### config.mk
export PLATFORM = sky130hd
export DESIGN_NAME = xor_stream_ctrl
export DESIGN_NICKNAME = d
export VERILOG_FILES = /design/src/rtl/xor_stream_ctrl.sv
export SDC_FILE = /design/constraint.sdc
export NUM_CORES = 1
export LEC_CHECK = 0
export ABC_AREA = 1
export BUFFER_PORTS_ARGS = -buffer_cell sky130_fd_sc_hd__buf_4
export CAP_MARGIN = 0
export CELL_PAD_IN_SITES_DETAIL_PLACEMENT = 2
export CELL_PAD_IN_SITES_GLOBAL_PLACEMENT = 2
export CORE_MARGIN = 2
export CORE_UTILIZATION = 36
export CTS_CLUSTER_DIAMETER = 200
export DETAILED_ROUTE_END_ITERATION = 16
export PLACE_DENSITY_LB_ADDON = 0.25
export REMOVE_ABC_BUFFERS = 1
export SLEW_MARGIN = 20
export SYNTH_ARGS = -nofsm -noshare
export SYNTH_HDL_FRONTEND = slang
export SYNTH_SLANG_ARGS = --single-unit
### constraint.sdc
create_clock -name clk -period 6.4 [get_ports clk]
set_input_delay 1.92 -clock clk [delete_from_list [all_inputs] [get_ports clk]]
set_output_delay 1.92 -clock clk [all_outputs]
set_load 0.05 [all_outputs]
### src/rtl/xor_stream_ctrl.sv
// xor_stream_ctrl
// Stream controller wrapped around the byte XOR/rotate encrypter. It accepts
// plaintext on a valid/ready stream and holds the session key. It drives the
// encrypter's key/shift/data inputs with the skew the encrypter expects. It
// collects the free-running encrypter output into a small FIFO, which it
// presents as a back-pressurable ciphertext stream with packet framing.
//
// Ports:
//   clk, rst                   clock, synchronous active-high reset
//   key_valid/key_data/key_ready   session key load handshake
//   s_valid/s_data/s_last/s_ready  plaintext byte stream in
//   enc_key/enc_shift/enc_din      registered drive to the encrypter
//   enc_dout                       ciphertext from the encrypter (ENC_LAT after shift)
//   m_valid/m_data/m_last/m_ready  ciphertext byte stream out
//   busy                           any byte in flight or buffered
//
// Optional build macro: XOR_STREAM_SEED_SHIFT_EN
//   When defined, each packet's rotation starts at key[2:0] instead of 0.
//
// Constraints: ENC_LAT >= 2; OUT_DEPTH is a power of two, >= 4.
//
// state | meaning
// ------+------------------------------------------------------------
// IDLE  | no key loaded; only a key load is accepted
// RUN   | accepting plaintext while output credit remains
// GAP   | packet boundary; new key (once drained) or next packet

module xor_stream_ctrl #(
  parameter int OUT_DEPTH = 4,
  parameter int ENC_LAT   = 2
) (
  input  logic       clk,
  input  logic       rst,
  input  logic       key_valid,
  input  logic [7:0] key_data,
  output logic       key_ready,
  input  logic       s_valid,
  input  logic [7:0] s_data,
  input  logic       s_last,
  output logic       s_ready,
  output logic [7:0] enc_key,
  output logic [2:0] enc_shift,
  output logic [7:0] enc_din,
  input  logic [7:0] enc_dout,
  output logic       m_valid,
  output logic [7:0] m_data,
  output logic       m_last,
  input  logic       m_ready,
  output logic       busy
);

  localparam int AW = $clog2(OUT_DEPTH);
  localparam int CW = AW + 1;

  typedef enum logic [1:0] {
    IDLE = 2'd0,
    RUN  = 2'd1,
    GAP  = 2'd2
  } state_e;

  state_e           state_q;
  logic [2:0]       idx_q;
  // Tag pipeline: bit k set means a byte accepted k+1 edges ago is in flight.
  logic [ENC_LAT:0] tv_q;
  logic [ENC_LAT:0] tl_q;
  logic [7:0]       dp_q [0:ENC_LAT-2];

  logic [8:0]       fifo_q [0:OUT_DEPTH-1];
  logic [AW-1:0]    wr_ptr_q;
  logic [AW-1:0]    rd_ptr_q;
  logic [CW-1:0]    cnt_q;
  logic [CW-1:0]    cnt_d;

  int               inflight;
  logic             s_fire;
  logic             k_fire;
  logic             push;
  logic             pop;
  logic [2:0]       seed_new;
  logic [2:0]       seed_cur;

`ifdef XOR_STREAM_SEED_SHIFT_EN
  assign seed_new = key_data[2:0];
  assign seed_cur = enc_key[2:0];
`else
  assign seed_new = 3'd0;
  assign seed_cur = 3'd0;
`endif

  always_comb begin
    inflight = 0;
    for (int k = 0; k <= ENC_LAT; k++) begin
      inflight = inflight + (tv_q[k] ? 1 : 0);
    end
  end

  // Credit covers bytes still inside the encrypter, since it cannot stall.
  assign s_ready   = (state_q == RUN) && ((int'(cnt_q) + inflight) < OUT_DEPTH);
  assign key_ready = (state_q == IDLE) || ((state_q == GAP) && (tv_q == '0));
  assign s_fire    = s_valid & s_ready;
  assign k_fire    = key_valid & key_ready;

  always_ff @(posedge clk) begin
    if (rst) begin
      state_q   <= IDLE;
      idx_q     <= 3'd0;
      tv_q      <= '0;
      tl_q      <= '0;
      enc_key   <= 8'h00;
      enc_shift <= 3'd0;
      enc_din   <= 8'h00;
      for (int k = 0; k < ENC_LAT - 1; k++) dp_q[k] <= 8'h00;
    end else begin
      tv_q <= {tv_q[ENC_LAT-1:0], s_fire};
      tl_q <= {tl_q[ENC_LAT-1:0], s_fire & s_last};

      // Data trails the shift by ENC_LAT-1 cycles; enc_din holds when idle.
      if (s_fire) dp_q[0] <= s_data;
      for (int k = 1; k < ENC_LAT - 1; k++) begin
        if (tv_q[k-1]) dp_q[k] <= dp_q[k-1];
      end
      if (tv_q[ENC_LAT-2]) enc_din <= dp_q[ENC_LAT-2];

      case (state_q)
        IDLE: begin
          if (k_fire) begin
            enc_key <= key_data;
            idx_q   <= seed_new;
            state_q <= RUN;
          end
        end
        RUN: begin
          if (s_fire) begin
            enc_shift <= idx_q;
            if (s_last) begin
              idx_q   <= seed_cur;
              state_q <= GAP;
            end else begin
              idx_q <= idx_q + 3'd1;
            end
          end
        end
        GAP: begin
          if (k_fire) begin
            enc_key <= key_data;
            idx_q   <= seed_new;
            state_q <= RUN;
          end else if (s_valid) begin
            state_q <= RUN;
          end
        end
        default: state_q <= IDLE;
      endcase
    end
  end

  assign push = tv_q[ENC_LAT];
  assign pop  = m_valid & m_ready;

  always_comb begin
    cnt_d = cnt_q;
    case ({push, pop})
      2'b10:   cnt_d = cnt_q + 1'b1;
      2'b01:   cnt_d = cnt_q - 1'b1;
      default: cnt_d = cnt_q;
    endcase
  end

  always_ff @(posedge clk) begin
    if (rst) begin
      wr_ptr_q <= '0;
      rd_ptr_q <= '0;
      cnt_q    <= '0;
      for (int k = 0; k < OUT_DEPTH; k++) fifo_q[k] <= 9'h000;
    end else begin
      if (push) begin
        fifo_q[wr_ptr_q] <= {tl_q[ENC_LAT], enc_dout};
        wr_ptr_q         <= wr_ptr_q + 1'b1;
      end
      if (pop) rd_ptr_q <= rd_ptr_q + 1'b1;
      cnt_q <= cnt_d;
    end
  end

  assign m_valid = (cnt_q != '0);
  assign m_data  = fifo_q[rd_ptr_q][7:0];
  assign m_last  = fifo_q[rd_ptr_q][8];
  assign busy    = (tv_q != '0) || (cnt_q != '0);

endmodule

; Yosys cells after proc, flatten, opt, wreduce, memory -nomap -nowiden
; Memories as Yosys holds them, arrays and structs flattened. A register that Yosys moved wholly into a read port is not among the register bits.
; Cells that the tools add are included.
[totals]
register_bits = 29
inputBits = 30
elab_cells = 79
ramBits = 44
mem_count = 2
out_inout_bits = 32
[op_classes]
n_bitwise = 4
eq_ne = 9
order_cmp = 1
n_reduce_logical = 17
n_mux = 29
n_addsub = 8
[mem_list]
columns = memory, words, word_bits, read_ports, rd_clocked_by_memory_dff, write_ports, line_no
row1 = fifo_q, 4, 9, 1, 1, 4, 68  ; logic [8:0] fifo_q [0:OUT_DEPTH-1];
row2 = dp_q, 1, 8, 1, 1, 1, 66  ; logic [7:0] dp_q [0:ENC_LAT-2];
[op_table]
columns = op, n
row1 = two-way mux 2 bit, 8
row2 = two-way mux 1 bit, 13
row3 = case mux 3 bit (2 select lines), 2
row4 = two-way mux 3 bit, 3
row5 = two-way mux 9 bit, 1
row6 = OR reduction 9 bit, 1
row7 = two-way mux 8 bit, 1
row8 = OR reduction 8 bit, 1
row9 = adder 3 x 1 -> 3 bit (second input constant), 2
row10 = != test 2 bit (second input constant), 3
row11 = case mux 2 bit (3 select lines), 1
row12 = nonzero test 3 bit, 2
row13 = adder 2 x 1 -> 2 bit (second input constant), 2
row14 = adder 3 x 3 -> 4 bit, 1
row15 = AND 1 bit, 4
row16 = equality test 2 x 1 -> 1 bit (second input constant), 2
row17 = equality test 2 bit (second input constant), 2
row18 = less-than comparator 4 x 3 -> 1 bit (second input constant), 1
row19 = AND reduction 2 bit, 2
row20 = AND reduction 4 bit, 1
row21 = nonzero test 2 bit, 2
row22 = adder 2 x 1 -> 3 bit, 1
row23 = logical NOT 3 bit, 1
row24 = != test 3 bit (second input constant), 1
row25 = other kinds (8), 10

; Logic depth before layout (Yosys ltp)
[logic_depth]
ltp_word = 12
depth_mapped = 13
depth_no_buf = 12

; Worst setup path after synthesis
; OpenSTA, ideal clock, no wires.
[synth_timing]
path_kind = reg-to-output
startpoint = register tv_q[0]
endpoint = output port s_ready
t_arrival_ns = 2.640
path_buffers = 1
required_ns = 4.480
path_slack_ns = 1.840
path_stages_with_launch = 8
path_cell_list = dfxtp_1 -> clkbuf_1 -> inv_2 -> fa_1 -> inv_1 -> ha_1 -> nand3_1 -> nor3b_1
[synth_via]
elab_chain_len = 6
[synth_rtl]
columns = item, line_no
row1 = from (decl), 64  ; logic [ENC_LAT:0] tv_q;
row2 = from (signal assigned), 114  ; tv_q <= {tv_q[ENC_LAT-1:0], s_fire};
row3 = two-way mux 1 bit, 93  ; inflight = inflight + (tv_q[k] ? 1 : 0);
row4 = adder 1 x 1 -> 2 bit, 93
row5 = adder 2 x 1 -> 3 bit, 93
row6 = adder 3 x 3 -> 4 bit, 98  ; assign s_ready = (state_q == RUN) && ((int'(cnt_q) + inflight) < OUT_DEPTH);
row7 = less-than comparator 4 x 3 -> 1 bit, 98
row8 = logical AND 1 bit, 98
row9 = to (decl), 40  ; output logic s_ready,
; No other way between the ends.

; Worst setup path in the final report
; Ends and elaborated chain as after synthesis.

==> flow_metrics.py <==
metrics = {
    "layout": {
        "design_area_um2": 4280,
        "final_cell_mix": "nor2_1 (85), buf_4 (62), edfxtp_1 (44)",
        "fill_cells": 1045,
        "stdcell_count": 565,
        "drive_above_1_share_pct": 22.2,
        "utilization_pct": 45.9,
        "area_growth_pct": 22.6,
        "layout_commonest_cell": "nor2_1",
        "n_antenna_cell": 0,
        "nets": 467,
    },
    "flow_run": {
        "maxCapViolCount": 0,
    },
    "cts": {
        "cts.clk_slew.worst_paths_ps": 90,
        "clock_sinks": 83,
        "cts_tree": "done",
        "clock_latency_ps": 370,
        "postCtsSetupBuffers": 0,
        "clk_path_buf_depth": 2,
        "cts_made_buffers": 9,
        "ctsResizeCount": 0,
        "cts_root_buffer": "clkbuf_8",
        "hold_buffers": 0,
        "h-tree-depth": 3,
    },
    "sta": {
        "rsz0062_at_grt": "no",
        "relSlewSlack_pct": 52.1,
        "final.setup.tns_ps": 0,
        "layout_setup_ws_ps": 2080,
        "finalSetupViolCount": 0,
        "hold_viol_final": 0,
        "finClkSkew_ps": 14.8,
        "max_freq_mhz": 231,
        "slew_viol_final": 0,
        "period_minus_slack_ps": 4320,
        "hold_ws_ps": 418,
        "tightest_slew_ps": 718,
        "post-route-period-util_pct": 67.5,
    },
    "setup_path": {
        "ff2ff_path_depth": 7,
        "cp-start-kind": "flip-flop",
        "cpPeakStageDelay_ps": 470,
        "slowest_stage": "dfxtp_1",
        "cp_cell_sequence": "inv_2 > fa_1 > inv_1 > ha_1 > nand3_1 > nor3b_1 > buf_4",
        "cp.arrival_ps": 2400,
        "critPathCaptureType": "output port",
        "crit_path_max_fanout": 11,
        "path_class": "reg2out",
        "crit_required_ps": 4480,
    },
    "synthesis": {
        "synthDistinctLibCells": 29,
        "syn_area_per_cell_um2": 9.42,
        "yosysTopAreaCellShare_pct": 37.8,
        "synth_compound_area_share_pct": 9.92,
        "synthArstFlopShare_pct": 0,
        "synth_edf_count": 44,
        "syn_inst": 371,
        "synth-adder-area-share_pct": 2.58,
        "yosys.area_share.simple_pct": 20.7,
        "synth-seq-cells": 83,
        "ys_seq_area_share_pct": 60.2,
        "synth_xor_area_share_pct": 0,
        "yosys_warnings": 0,
        "synth_top_family_by_area": "simple AND/OR/NAND/NOR gates",
        "ys.flop_type": "edfxtp_1",
        "netlist_top_cells_area": "edfxtp_1 (38%), dfxtp_1 (22%), nor2_1 (9.1%), o21ai_0 (5.0%), inv_1 (4.1%)",
        "synthMuxAreaShare_pct": 0,
        "yosysTopAreaCell": "edfxtp_1",
        "syn-cell-area_um2": 3490,
    },
    "placed_design": {
        "dp_hpwl_um": 6890,
        "place.gp.congestion": 0.731,
        "pre_cts_ws_ps": 2460,
        "placed_area_um2": 4050,
        "portBuffers": 61,
        "place_inst": 549,
    },
    "floorplan": {
        "die_w_um": 103,
        "core_area_um2": 9330,
        "rows": 35,
        "die_area_um2": 10500,
        "die_h_um": 103,
        "io_pins": 62,
        "start_util_pct": 37.5,
    },
    "grt": {
        "gr-usage-all-layers_pct": 19.7,
        "grt_pass1_wl_um": 15300,
        "antenna_found_initial": 0,
        "grt_max_degree": 23,
        "grt_pass1_vias": 2987,
        "grt-ovfl-total": 0,
    },
    "drt": {
        "vias_per_cell": 4.90,
        "drtAntennaViolNets": 0,
        "drc": 0,
        "drt-total-wl_um": 9600,
        "wire_per_inst_um": 17.0,
        "drt_pass1_iterations": 4,
        "drt_iter0_markers": 45,
        "vias": 2767,
    },
    "pwr": {
        "p_total_mw": 1.23,
        "p_leak_nw": 1.81,
        "ir_worst_vdd_mv": 0.102,
        "p_per_area_nw_per_um2": 288,
    },
    "run_status": {
        "status": "finished, final reports clean",
    },
    "hold_path": {
        "hold_class": "reg2reg",
        "holdPathStages": 2,
    },
}
-- path summary, 6_finish.rpt --
check / startpoint / end / slack [ps]
worst max-delay path: tv_q[0]$_SDFF_PP0_ / s_ready / 2080
worst min-delay path: tl_q[1]$_SDFF_PP0_ / tl_q[2]$_SDFF_PP0_ / 420
worst max register to register: tv_q[0]$_SDFF_PP0_ / dp_q[0][7]$_SDFFCE_PN0P_ / 4100
worst min register to register: tl_q[1]$_SDFF_PP0_ / tl_q[2]$_SDFF_PP0_ / 420
-- critical path, delay by kind of cell, from the launching register on --
family                     cells  cell delay [ps]
and+or+nand+nor                2              450
buffers and inverters          3              480
DFF                            1              470
adders and majority gates      2              650
-- registers in the layout, indices dropped and copies added (netlist names), named ones only --
signal	cells
idx_q	3
tl_q	3
enc_key	8
rd_ptr_q	2
tv_q	3
cnt_q	3
wr_ptr_q	2
dp_q	8
fifo_q	36
enc_din	8
state_q	2
enc_shift	3
-- synthesized netlist by cell type, drive strengths merged, types with 4 or more instances --
cell and number:
dfxtp 39, o22ai 9, ha 4, nor2 88, a21oi 20, nand2 38
edfxtp 44, clkbuf 5, nor3 10, o21ai 36, inv 42, buf 8
nand3 20
-- cell families (layout without fill, tap and decap cells) --
| group | after synthesis | count (layout) |
|---|---|---|
| and+or+nand+nor | 161 | 161 |
| adders and majority gates | 6 | 6 |
| buffers and inverters | 55 | 120 |
| DFF | 83 | 83 |
| AOI/OAI and AO/OA | 66 | 66 |
-- power by group --
| part | internal [mW] | switching, mW | leakage (nW) |
|---|---|---|---|
| Sequential | 0.585 | 0.0171 | 0.772 |
| Combinational | 0.0583 | 0.135 | 0.921 |
| Clock | 0.227 | 0.212 | 0.116 |
-- layer usage --
| metal | vias to the layer above | global-route usage, % | share of wire, % |
|---|---|---|---|
| met5 | - | 0 | 0 |
| met4 | 0 | 7.08 | 2.0 |
| met3 | 18 | 3.80 | 3.2 |
| met2 | 56 | 37.0 | 54 |
| met1 | 1341 | 22.0 | 40 |
| li1 | 1352 | - | - |
-- final cells by class --
class / instances / area [µm²] / area share [%]
sequential: 83 / 2100 / 49.1
multi-input combinational: 233 / 1160 / 27.2
inverter: 42 / 160 / 3.74
clock inverter: 7 / 106 / 2.48
clock buffer: 9 / 124 / 2.89
tap: 129 / 161 / 3.77
timing repair buffer: 62 / 465 / 10.9
Power figures use the tool's default switching activity.
